$ cat src/rtl/cache_ctrl_pkg.sv
// Shared encodings for the key/value cache operation controller.
package cache_ctrl_pkg;

    typedef enum logic [1:0] {
        OP_GET  = 2'd0,
        OP_PUT  = 2'd1,
        OP_DEL  = 2'd2,
        OP_RSVD = 2'd3
    } op_e;

    typedef enum logic [1:0] {
        ST_OK        = 2'd0,
        ST_NOT_FOUND = 2'd1,
        ST_FULL      = 2'd2,
        ST_BAD_REQ   = 2'd3
    } status_e;

    typedef enum logic [2:0] {
        S_IDLE   = 3'd0,
        S_LOOKUP = 3'd1,
        S_WRITE  = 3'd2,
        S_DELETE = 3'd3,
        S_RESP   = 3'd4
    } state_e;

endpackage

$ cat src/rtl/cache_op_controller_if.sv
// Request/response handshake bundle between a requester (master) and the controller (slave).
interface cache_op_if #(
    parameter int KEY_WIDTH   = 16,
    parameter int VALUE_WIDTH = 64
);
    logic                   req_valid;
    logic                   req_ready;
    logic [1:0]             req_op;
    logic [KEY_WIDTH-1:0]   req_key;
    logic [VALUE_WIDTH-1:0] req_value;
    logic                   resp_valid;
    logic                   resp_ready;
    logic [1:0]             resp_status;
    logic [VALUE_WIDTH-1:0] resp_value;

    modport master (
        output req_valid, req_op, req_key, req_value, resp_ready,
        input  req_ready, resp_valid, resp_status, resp_value
    );

    modport slave (
        input  req_valid, req_op, req_key, req_value, resp_ready,
        output req_ready, resp_valid, resp_status, resp_value
    );
endinterface

$ cat src/rtl/free_slot_finder.sv
// Combinational priority pick of the lowest-index unused slot, as a one-hot vector.
module free_slot_finder #(
    parameter int NUM_ENTRIES = 16
) (
    input  logic [NUM_ENTRIES-1:0] used_mirror,
    output logic [NUM_ENTRIES-1:0] free_idx,
    output logic                   any_free
);
    logic [NUM_ENTRIES-1:0] free_vec;
    logic [NUM_ENTRIES:0]   seen_free;

    assign free_vec     = ~used_mirror;
    assign seen_free[0] = 1'b0;

    // seen_free[i] is set once any lower slot is free, masking all higher ones.
    for (genvar gi = 0; gi < NUM_ENTRIES; gi++) begin : g_pick
        assign free_idx[gi]      = free_vec[gi] & ~seen_free[gi];
        assign seen_free[gi + 1] = seen_free[gi] | free_vec[gi];
    end

    assign any_free = seen_free[NUM_ENTRIES];
endmodule

$ cat src/rtl/cache_op_controller.sv
// Sequences GET/PUT/DEL requests against a combinational-read key/value memory block
// and keeps a mirror of slot occupancy for free-slot allocation.
module cache_op_controller
    import cache_ctrl_pkg::*;
#(
    parameter int NUM_ENTRIES = 16,
    parameter int KEY_WIDTH   = 16,
    parameter int VALUE_WIDTH = 64,
    parameter int CNT_W       = $clog2(NUM_ENTRIES + 1)
) (
    input  logic                   clk,
    input  logic                   rst,
    cache_op_if.slave              req_if,
    output logic [CNT_W-1:0]       count_out,
    output logic                   mem_write,
    output logic                   mem_select_by_index,
    output logic                   mem_delete,
    output logic [KEY_WIDTH-1:0]   mem_key,
    output logic [VALUE_WIDTH-1:0] mem_value,
    output logic [NUM_ENTRIES-1:0] mem_index,
    input  logic [VALUE_WIDTH-1:0] mem_value_in,
    input  logic [NUM_ENTRIES-1:0] mem_index_in,
    input  logic                   mem_hit
);
    state_e                 state_q, state_d;
    op_e                    op_q, op_d;
    logic [KEY_WIDTH-1:0]   key_q, key_d;
    logic [VALUE_WIDTH-1:0] value_q, value_d;
    logic [NUM_ENTRIES-1:0] used_q, used_d;
    logic [CNT_W-1:0]       count_q, count_d;
    logic                   req_ready_q, req_ready_d;
    logic                   resp_valid_q, resp_valid_d;
    status_e                resp_status_q, resp_status_d;
    logic [VALUE_WIDTH-1:0] resp_value_q, resp_value_d;
    logic                   mem_write_q, mem_write_d;
    logic                   mem_delete_q, mem_delete_d;
    logic [NUM_ENTRIES-1:0] mem_index_q, mem_index_d;
    logic [NUM_ENTRIES-1:0] free_idx;
    logic                   any_free;

    free_slot_finder #(.NUM_ENTRIES(NUM_ENTRIES)) u_free (
        .used_mirror (used_q),
        .free_idx    (free_idx),
        .any_free    (any_free)
    );

    always_comb begin
        state_d       = state_q;
        op_d          = op_q;
        key_d         = key_q;
        value_d       = value_q;
        used_d        = used_q;
        count_d       = count_q;
        req_ready_d   = req_ready_q;
        resp_valid_d  = resp_valid_q;
        resp_status_d = resp_status_q;
        resp_value_d  = resp_value_q;
        mem_write_d   = 1'b0;
        mem_delete_d  = 1'b0;
        mem_index_d   = '0;

        case (state_q)
            S_IDLE: begin
                if (req_if.req_valid) begin
                    op_d        = op_e'(req_if.req_op);
                    key_d       = req_if.req_key;
                    value_d     = req_if.req_value;
                    req_ready_d = 1'b0;
                    if (op_e'(req_if.req_op) == OP_RSVD || req_if.req_key == '0) begin
                        state_d       = S_RESP;
                        resp_valid_d  = 1'b1;
                        resp_status_d = ST_BAD_REQ;
                        resp_value_d  = '0;
                    end else begin
                        state_d = S_LOOKUP;
                    end
                end
            end
            S_LOOKUP: begin
                // The memory answers combinationally to mem_key, so hit/index/value are valid now.
                state_d       = S_RESP;
                resp_valid_d  = 1'b1;
                resp_value_d  = '0;
                resp_status_d = ST_NOT_FOUND;
                case (op_q)
                    OP_GET: begin
                        if (mem_hit) begin
                            resp_status_d = ST_OK;
                            resp_value_d  = mem_value_in;
                        end
                    end
                    OP_PUT: begin
                        if (mem_hit || any_free) begin
                            state_d      = S_WRITE;
                            resp_valid_d = 1'b0;
                            mem_write_d  = 1'b1;
                            mem_index_d  = mem_hit ? mem_index_in : free_idx;
                        end else begin
                            resp_status_d = ST_FULL;
                        end
                    end
                    OP_DEL: begin
                        if (mem_hit) begin
                            state_d      = S_DELETE;
                            resp_valid_d = 1'b0;
                            mem_delete_d = 1'b1;
                            mem_index_d  = mem_index_in;
                        end
                    end
                    default: resp_status_d = ST_BAD_REQ;
                endcase
            end
            S_WRITE: begin
                used_d = used_q | mem_index_q;
                if ((used_q & mem_index_q) == '0) begin
                    count_d = count_q + CNT_W'(1);
                end
                state_d       = S_RESP;
                resp_valid_d  = 1'b1;
                resp_status_d = ST_OK;
                resp_value_d  = '0;
            end
            S_DELETE: begin
                used_d = used_q & ~mem_index_q;
                if ((used_q & mem_index_q) != '0) begin
                    count_d = count_q - CNT_W'(1);
                end
                state_d       = S_RESP;
                resp_valid_d  = 1'b1;
                resp_status_d = ST_OK;
                resp_value_d  = '0;
            end
            S_RESP: begin
                if (req_if.resp_ready) begin
                    state_d      = S_IDLE;
                    resp_valid_d = 1'b0;
                    req_ready_d  = 1'b1;
                end
            end
            default: begin
                state_d      = S_IDLE;
                resp_valid_d = 1'b0;
                req_ready_d  = 1'b1;
            end
        endcase
    end

    always_ff @(posedge clk) begin
        if (rst) begin
            state_q       <= S_IDLE;
            op_q          <= OP_GET;
            key_q         <= '0;
            value_q       <= '0;
            used_q        <= '0;
            count_q       <= '0;
            req_ready_q   <= 1'b1;
            resp_valid_q  <= 1'b0;
            resp_status_q <= ST_OK;
            resp_value_q  <= '0;
            mem_write_q   <= 1'b0;
            mem_delete_q  <= 1'b0;
            mem_index_q   <= '0;
        end else begin
            state_q       <= state_d;
            op_q          <= op_d;
            key_q         <= key_d;
            value_q       <= value_d;
            used_q        <= used_d;
            count_q       <= count_d;
            req_ready_q   <= req_ready_d;
            resp_valid_q  <= resp_valid_d;
            resp_status_q <= resp_status_d;
            resp_value_q  <= resp_value_d;
            mem_write_q   <= mem_write_d;
            mem_delete_q  <= mem_delete_d;
            mem_index_q   <= mem_index_d;
        end
    end

    assign req_if.req_ready   = req_ready_q;
    assign req_if.resp_valid  = resp_valid_q;
    assign req_if.resp_status = resp_status_q;
    assign req_if.resp_value  = resp_value_q;

    assign count_out           = count_q;
    assign mem_write           = mem_write_q;
    assign mem_delete          = mem_delete_q;
    assign mem_index           = mem_index_q;
    assign mem_select_by_index = 1'b0;
    assign mem_key             = key_q;
    assign mem_value           = value_q;
endmodule

$ cat src/flat_wrapper.sv
// flat-port wrapper written by rule: the top's interface ports become plain ports
module cache_op_controller_flat import cache_ctrl_pkg::*;
#(
    parameter int NUM_ENTRIES = 16,
    parameter int KEY_WIDTH   = 16,
    parameter int VALUE_WIDTH = 64,
    parameter int CNT_W       = $clog2(NUM_ENTRIES + 1)
)
  (clk, rst, count_out, mem_write, mem_select_by_index, mem_delete, mem_key, mem_value, mem_index, mem_value_in, mem_index_in, mem_hit, req_if_req_valid, req_if_req_op, req_if_req_key, req_if_req_value, req_if_resp_ready, req_if_req_ready, req_if_resp_valid, req_if_resp_status, req_if_resp_value);
  cache_op_if #(.KEY_WIDTH(KEY_WIDTH), .VALUE_WIDTH(VALUE_WIDTH)) req_if_i ();
  input  logic clk;
  input  logic rst;
  output logic [CNT_W-1:0] count_out;
  output logic mem_write;
  output logic mem_select_by_index;
  output logic mem_delete;
  output logic [KEY_WIDTH-1:0] mem_key;
  output logic [VALUE_WIDTH-1:0] mem_value;
  output logic [NUM_ENTRIES-1:0] mem_index;
  input  logic [VALUE_WIDTH-1:0] mem_value_in;
  input  logic [NUM_ENTRIES-1:0] mem_index_in;
  input  logic mem_hit;
  input wire logic [$bits(req_if_i.req_valid)-1:0] req_if_req_valid;
  input wire logic [$bits(req_if_i.req_op)-1:0] req_if_req_op;
  input wire logic [$bits(req_if_i.req_key)-1:0] req_if_req_key;
  input wire logic [$bits(req_if_i.req_value)-1:0] req_if_req_value;
  input wire logic [$bits(req_if_i.resp_ready)-1:0] req_if_resp_ready;
  output wire logic [$bits(req_if_i.req_ready)-1:0] req_if_req_ready;
  output wire logic [$bits(req_if_i.resp_valid)-1:0] req_if_resp_valid;
  output wire logic [$bits(req_if_i.resp_status)-1:0] req_if_resp_status;
  output wire logic [$bits(req_if_i.resp_value)-1:0] req_if_resp_value;
  assign req_if_i.req_valid = req_if_req_valid;
  assign req_if_i.req_op = req_if_req_op;
  assign req_if_i.req_key = req_if_req_key;
  assign req_if_i.req_value = req_if_req_value;
  assign req_if_i.resp_ready = req_if_resp_ready;
  assign req_if_req_ready = req_if_i.req_ready;
  assign req_if_resp_valid = req_if_i.resp_valid;
  assign req_if_resp_status = req_if_i.resp_status;
  assign req_if_resp_value = req_if_i.resp_value;
  cache_op_controller #(.NUM_ENTRIES(NUM_ENTRIES), .KEY_WIDTH(KEY_WIDTH), .VALUE_WIDTH(VALUE_WIDTH), .CNT_W(CNT_W)) u_core (.clk(clk), .rst(rst), .req_if(req_if_i), .count_out(count_out), .mem_write(mem_write), .mem_select_by_index(mem_select_by_index), .mem_delete(mem_delete), .mem_key(mem_key), .mem_value(mem_value), .mem_index(mem_index), .mem_value_in(mem_value_in), .mem_index_in(mem_index_in), .mem_hit(mem_hit));
endmodule
$ cat config.mk
export PLATFORM = sky130hd
export DESIGN_NAME = cache_op_controller_flat
export DESIGN_NICKNAME = d
export VERILOG_FILES = /design/src/rtl/cache_ctrl_pkg.sv /design/src/rtl/cache_op_controller_if.sv /design/src/rtl/free_slot_finder.sv /design/src/rtl/cache_op_controller.sv /design/src/flat_wrapper.sv
export SDC_FILE = /design/constraint.sdc
export NUM_CORES = 1
export LEC_CHECK = 0
export ABC_AREA = 1
export CORE_AREA = 5 5 127 129
export DETAILED_ROUTE_END_ITERATION = 8
export DIE_AREA = 0 0 132 134
export DONT_BUFFER_PORTS = 1
export PLACE_DENSITY_LB_ADDON = 0.08
export SYNTH_ARGS = -nofsm -noshare
export SYNTH_HDL_FRONTEND = slang
export SYNTH_SLANG_ARGS = --single-unit
$ cat constraint.sdc
create_clock -name clk -period 2.75 [get_ports clk]
set_input_delay 0.275 -clock clk [delete_from_list [all_inputs] [get_ports clk]]
set_output_delay 0.275 -clock clk [all_outputs]
set_load 0.03 [all_outputs]
Word level (Yosys, flattened, before mapping)
Cells that the tools add are included.
{"block": "totals", "input_bits": 167, "word_cells": 139, "regBits": 192, "output_inout_bits": 172}
{"block": "op_classes", "n_eq_ne": 12, "mux": 38, "add_sub_neg": 2, "bitwise": 54, "n_reduce_logical": 20}
{"cell": "$mux 64", "count": 4}
{"cell": "$pmux 64 s3", "count": 1}
{"cell": "$pmux 16 s2", "count": 2}
{"cell": "$mux 16", "count": 3}
{"cell": "$and 16x16->16", "count": 2}
{"cell": "$logic_not 16->1", "count": 2}
{"cell": "$not 16->16", "count": 2}
{"cell": "$not 1->1", "count": 19}
{"cell": "$or 16x16->16", "count": 1}
{"cell": "$reduce_bool 16->1", "count": 1}
{"cell": "$and 1x1->1", "count": 15}
{"cell": "$mux 3", "count": 5}
{"cell": "$or 1x1->1", "count": 15}
{"cell": "$pmux 2 s3", "count": 2}
{"cell": "$pmux 3 s4", "count": 1}
{"cell": "$reduce_and 3->1", "count": 4}
{"cell": "$mux 1", "count": 10}
{"cell": "$mux 5", "count": 2}
{"cell": "$pmux 5 s2", "count": 1}
{"cell": "$reduce_or 3->1", "count": 3}
{"cell": "$eq 3x2->1 const B", "count": 2}
{"cell": "$mux 2", "count": 3}
{"cell": "$ne 2x1->1 const B", "count": 3}
{"cell": "$pmux 3 s2", "count": 1}
{"cell": "other kinds (17)", "count": 22}

Longest topological paths before layout
{"block": "logic_depth", "depth_word": 20, "mapped_depth": 12, "depth_no_buf": 12}

Modules after synthesis
Synthesis repeated with hierarchy kept, for this count alone.
{"block": "unflattened", "hier_cells": 1018, "area_unflattened_um2": 7524.7}
{"module": "cache_op_controller", "area_each_um2": 7325.8, "instances": 1, "cells_each": 978, "seq_area_each_um2": 3843.7}
{"module": "free_slot_finder", "area_each_um2": 198.9, "instances": 1, "cells_each": 40, "seq_area_each_um2": 0.0}

Worst setup path after synthesis
OpenSTA, ideal clock, no wires.
{"block": "synth_timing", "kind": "register to register", "start": "register u_core.state_q[0]", "end": "register u_core.count_q[4] (netlist: u_core.count_out[4])", "slack_ns": 0.697, "stages_incl_launch_ff": 13, "t_required_ns": 2.680, "path_buffers": 0, "period_less_slack_ns": 2.053, "arrival_ns": 1.984, "setup_ns": 0.070, "cell_sequence": "dfxtp_1 inv_2 nor2_1 inv_2 nor2_1 inv_1 fa_1 o21ai_0 a21oi_1 xor2_1 nor2_1 o21ai_0 a21oi_1"}
{"block": "synth_via", "elab_chain_len": 3, "elab_cells_between_ends": 7, "cone_classes": "4 x eq/ne; 1 x mux; 2 x reduce/logical"}
{"item": "start, declared", "line_no": "cache_op_controller.sv:25", "text": "state_e state_q, state_d;"}
{"item": "start signal, assigned", "line_no": "cache_op_controller.sv:164", "text": "state_q <= state_d;"}
{"item": "$eq 3x2->1", "line_no": "cache_op_controller.sv:62", "text": "case (state_q)"}
{"item": "$ne 2x1->1 (no line) / $reduce_bool 2->1 (equally long branches)"}
{"item": "$reduce_and 3->1 (no line)"}
{"item": "end signal, assigned", "line_no": "cache_op_controller.sv:169", "text": "count_q <= count_d;"}
{"item": "end, declared", "line_no": "cache_op_controller.sv:30", "text": "logic [CNT_W-1:0] count_q, count_d;"}
Parallel ways exist; a longest one is shown, timed or not.
A chain may end at the register's enable or synchronous reset.

Worst setup path in the final report
{"block": "layout_timing", "start": "register u_core.state_q[0]", "end": "register u_core.count_q[3] (netlist: u_core.count_out[3])"}
Same word-level chain as after synthesis.

==> results.tsv <==
metric	value	unit
grt.overflow.total	0	
first_global_vias	6391	
pwr-share-clk	0.381	
syn_inst	928	
power_frac_seq	0.490	
start_util	0.505	
dr.pass1.iters	6	
clkTransAtPathRegs	0.07	ns
fill_cells	1295	
fp.dieW	132	um
drv_cap	0	
fmax	412	MHz
antenna_found_initial	1	
post-route-min-period	2.42	ns
critPathArrivalTime	2.79	ns
synth.net_count	1103	
rsz0062_at_grt	no	
final-hold-violation-count	0	
synth_area_per_cell	8.12	um^2
drc	0	
wl_per_cell	20.0	um
slew_headroom	0.598	
sw_frac_of_total	0.306	
p_leak	3.30	nW
cts-root-buf	clkbuf_16	
antenna_left	0	
std_cell_rows	45	
clock_latency	0.42	ns
fin_tns_setup	0	ns
async_reset_ff_frac	0	
crit_fanout	18	
synth-main-ff-cell	dfxtp_1	
post-cts-setup-buffers	0	
setup.worst_path.class	reg2reg	
n_antenna_cell	0	
die_y	134	um
yosysSeqAreaShare	0.510	
switching_power	2.16	mW
yosysWarnings	0	
grt_pass1_wl	35.6	mm
hold_ws	0.0143	ns
cp-end-kind	flip-flop	
cts_sinks	192	
yosysTopAreaCell	dfxtp_1	
syn_area	7530	um^2
areaGrowthSynthToFinish	18.3	%
worstMarginPinSlew	0.601	ns
drt-total-wl	23.3	mm
peakVddDrop	0.510	mV
routed_via_density	5.79	
skew	0.00926	ns
cp.required	3.12	ns
p_per_area	791	nW/um^2
port_buffers	0	
fin_crit_sh	0.882	
combPwrFrac	0.129	
cts_tree	done	
hold_class	in2reg	
synth_area_leaders	dfxtp_1, nand2_1, a21oi_1, nand3_1, a22oi_1	
drv_slew	0	
setup_viol_count_final	0	
core_area	14900	um^2
track_usage	0.249	
layout.cells.most_common_list	dfxtp_1, nand2_1, a21oi_1	
nets	1135	
io_pins	339	
htree_num_levels	4	
clk_path_buf_depth	2	
drtIter0Drc	671	
final_common_cell	dfxtp_1	
globalplace.congestion	0.879	
cts_buffers	17	
grt_max_degree	132	
die-area	17700	um^2
synth_top_area_share	0.510	
yosysUniqueCellTypes	39	
via_count	6723	
worstSetupStartpointType	flip-flop	
status	finished, final reports clean	
dp_hpwl	15.8	mm
layout-drive-gt1-share	0.0812	
synth-seq-cells	192	
power.internal	4.90	mW
synth_edf_count	0	
total_power	7.05	mW
==> through the flow <==
stage                     cell area [um^2]  cells   util  setup WS (ns)
after detailed placement              7520   1056  0.504          0.296
after CTS                             8860   1156  0.594          0.210
final                                 8920   1161  0.598          0.326
after floorplan                       7530    928      -          0.697
after global routing                  8920   1161  0.598         0.0996
after global placement                7520   1056  0.504          0.459
==> layout make-up <==
class / count / area [um^2] / share of cell area
Clock inverter: 11 / 174 / 0.0195
Tap cell: 188 / 235 / 0.0264
Multi-Input combinational cell: 628 / 3210 / 0.360
Sequential cell: 192 / 3840 / 0.431
Timing Repair Buffer: 82 / 841 / 0.0943
Clock buffer: 21 / 470 / 0.0528
Inverter: 39 / 146 / 0.0164
==> power by group through the flow <==
stage	logic [mW]	clock network (mW)	registers, mW
2_1_floorplan	0.697	0	3.45
3_3_place_gp	0.743	0	3.53
3_5_place_dp	0.776	0	3.52
4_1_cts	0.897	2.72	3.46
5_1_grt	1.01	2.86	3.48
6_report	0.908	2.69	3.46
==> repair_timing <==
action / 4_1_cts / 5_1_grt
endpoints found under the setup margin: 0 / 2
resized for setup: 0 / 1
endpoints found under the hold margin: 167 / 7
hold buffers: 68 / 5
==> worst paths after layout <==
path / from / end / slack (ns) / cells after the start
setup / recovery: u_core.state_q[0]$_SDFFE_PP0P_ / u_core.count_out[3]$_SDFFE_PP0P_ / 0.33 / 11
hold / removal: req_if_req_value[28] / u_core.mem_value[28]$_SDFFE_PP0P_ / 0.01 / 2
setup reg to reg: u_core.state_q[0]$_SDFFE_PP0P_ / u_core.count_out[3]$_SDFFE_PP0P_ / 0.33 / 11
hold reg to reg: flip-flop / flip-flop / 0.51 / 2
==> registers in the layout, indices dropped and copies added, names as in the netlist, 2 cells and up, named ones only <==
name,cells
u_core.req_if.resp_status,2
u_core.mem_key,16
u_core.mem_index,16
u_core.count_out,5
u_core.mem_value,64
u_core.state_q,3
u_core.req_if.resp_value,64
u_core.op_q,2
==> synthesized netlist by cell type, types with 4 or more instances <==
cell type and n:
dfxtp_1 192, nand2_1 183, a21oi_1 130, nand3_1 92, nor2_1 78, a22oi_1 48, clkbuf_1 42, inv_1 36
o21ai_0 23, a21oi_2 12, buf_2 12, buf_6 7, ha_1 7, nand4_1 7, nor2_2 6, a221oi_1 4
a31oi_1 4, buf_1 4, nand2_2 4, nand4_2 4, nor4_1 4
==> logic make-up (layout without fill, tap and decap cells) <==
| kind of cell | count (synthesis) | count (layout) | synth area share |
|---|---|---|---|
| compound gates | 229 | 229 | 0.179 |
| fa+ha+maj | 8 | 8 | 0.0143 |
| other cells | 1 | 1 | 0.000498 |
| simple gates | 386 | 386 | 0.225 |
| flops | 192 | 192 | 0.510 |
| buf+inv | 108 | 153 | 0.0664 |
| xor+xnor | 4 | 4 | 0.00465 |
==> metal layers <==
layer  global-route usage  vias to the layer above  wire length (um)
met2                0.420                      311             11700
met4               0.0971                        2               714
met5                    0                        -                13
li1                     -                     3198                 -
met1                0.289                     3156              8810
met3               0.0904                       56              2060
==> critical path, stage by stage (launching register included) <==
cell and delay [ns]:
dfxtp_1 0.37, inv_2 0.15, nor2_1 0.15, inv_2 0.07, nor2_2 0.20, ha_1 0.27, a21oi_1 0.13, o21ai_0 0.10
xor2_1 0.15, nand3_1 0.09, a21oi_1 0.15, dlygate4sd3_1 0.54
(Power assumes the default switching activity.)
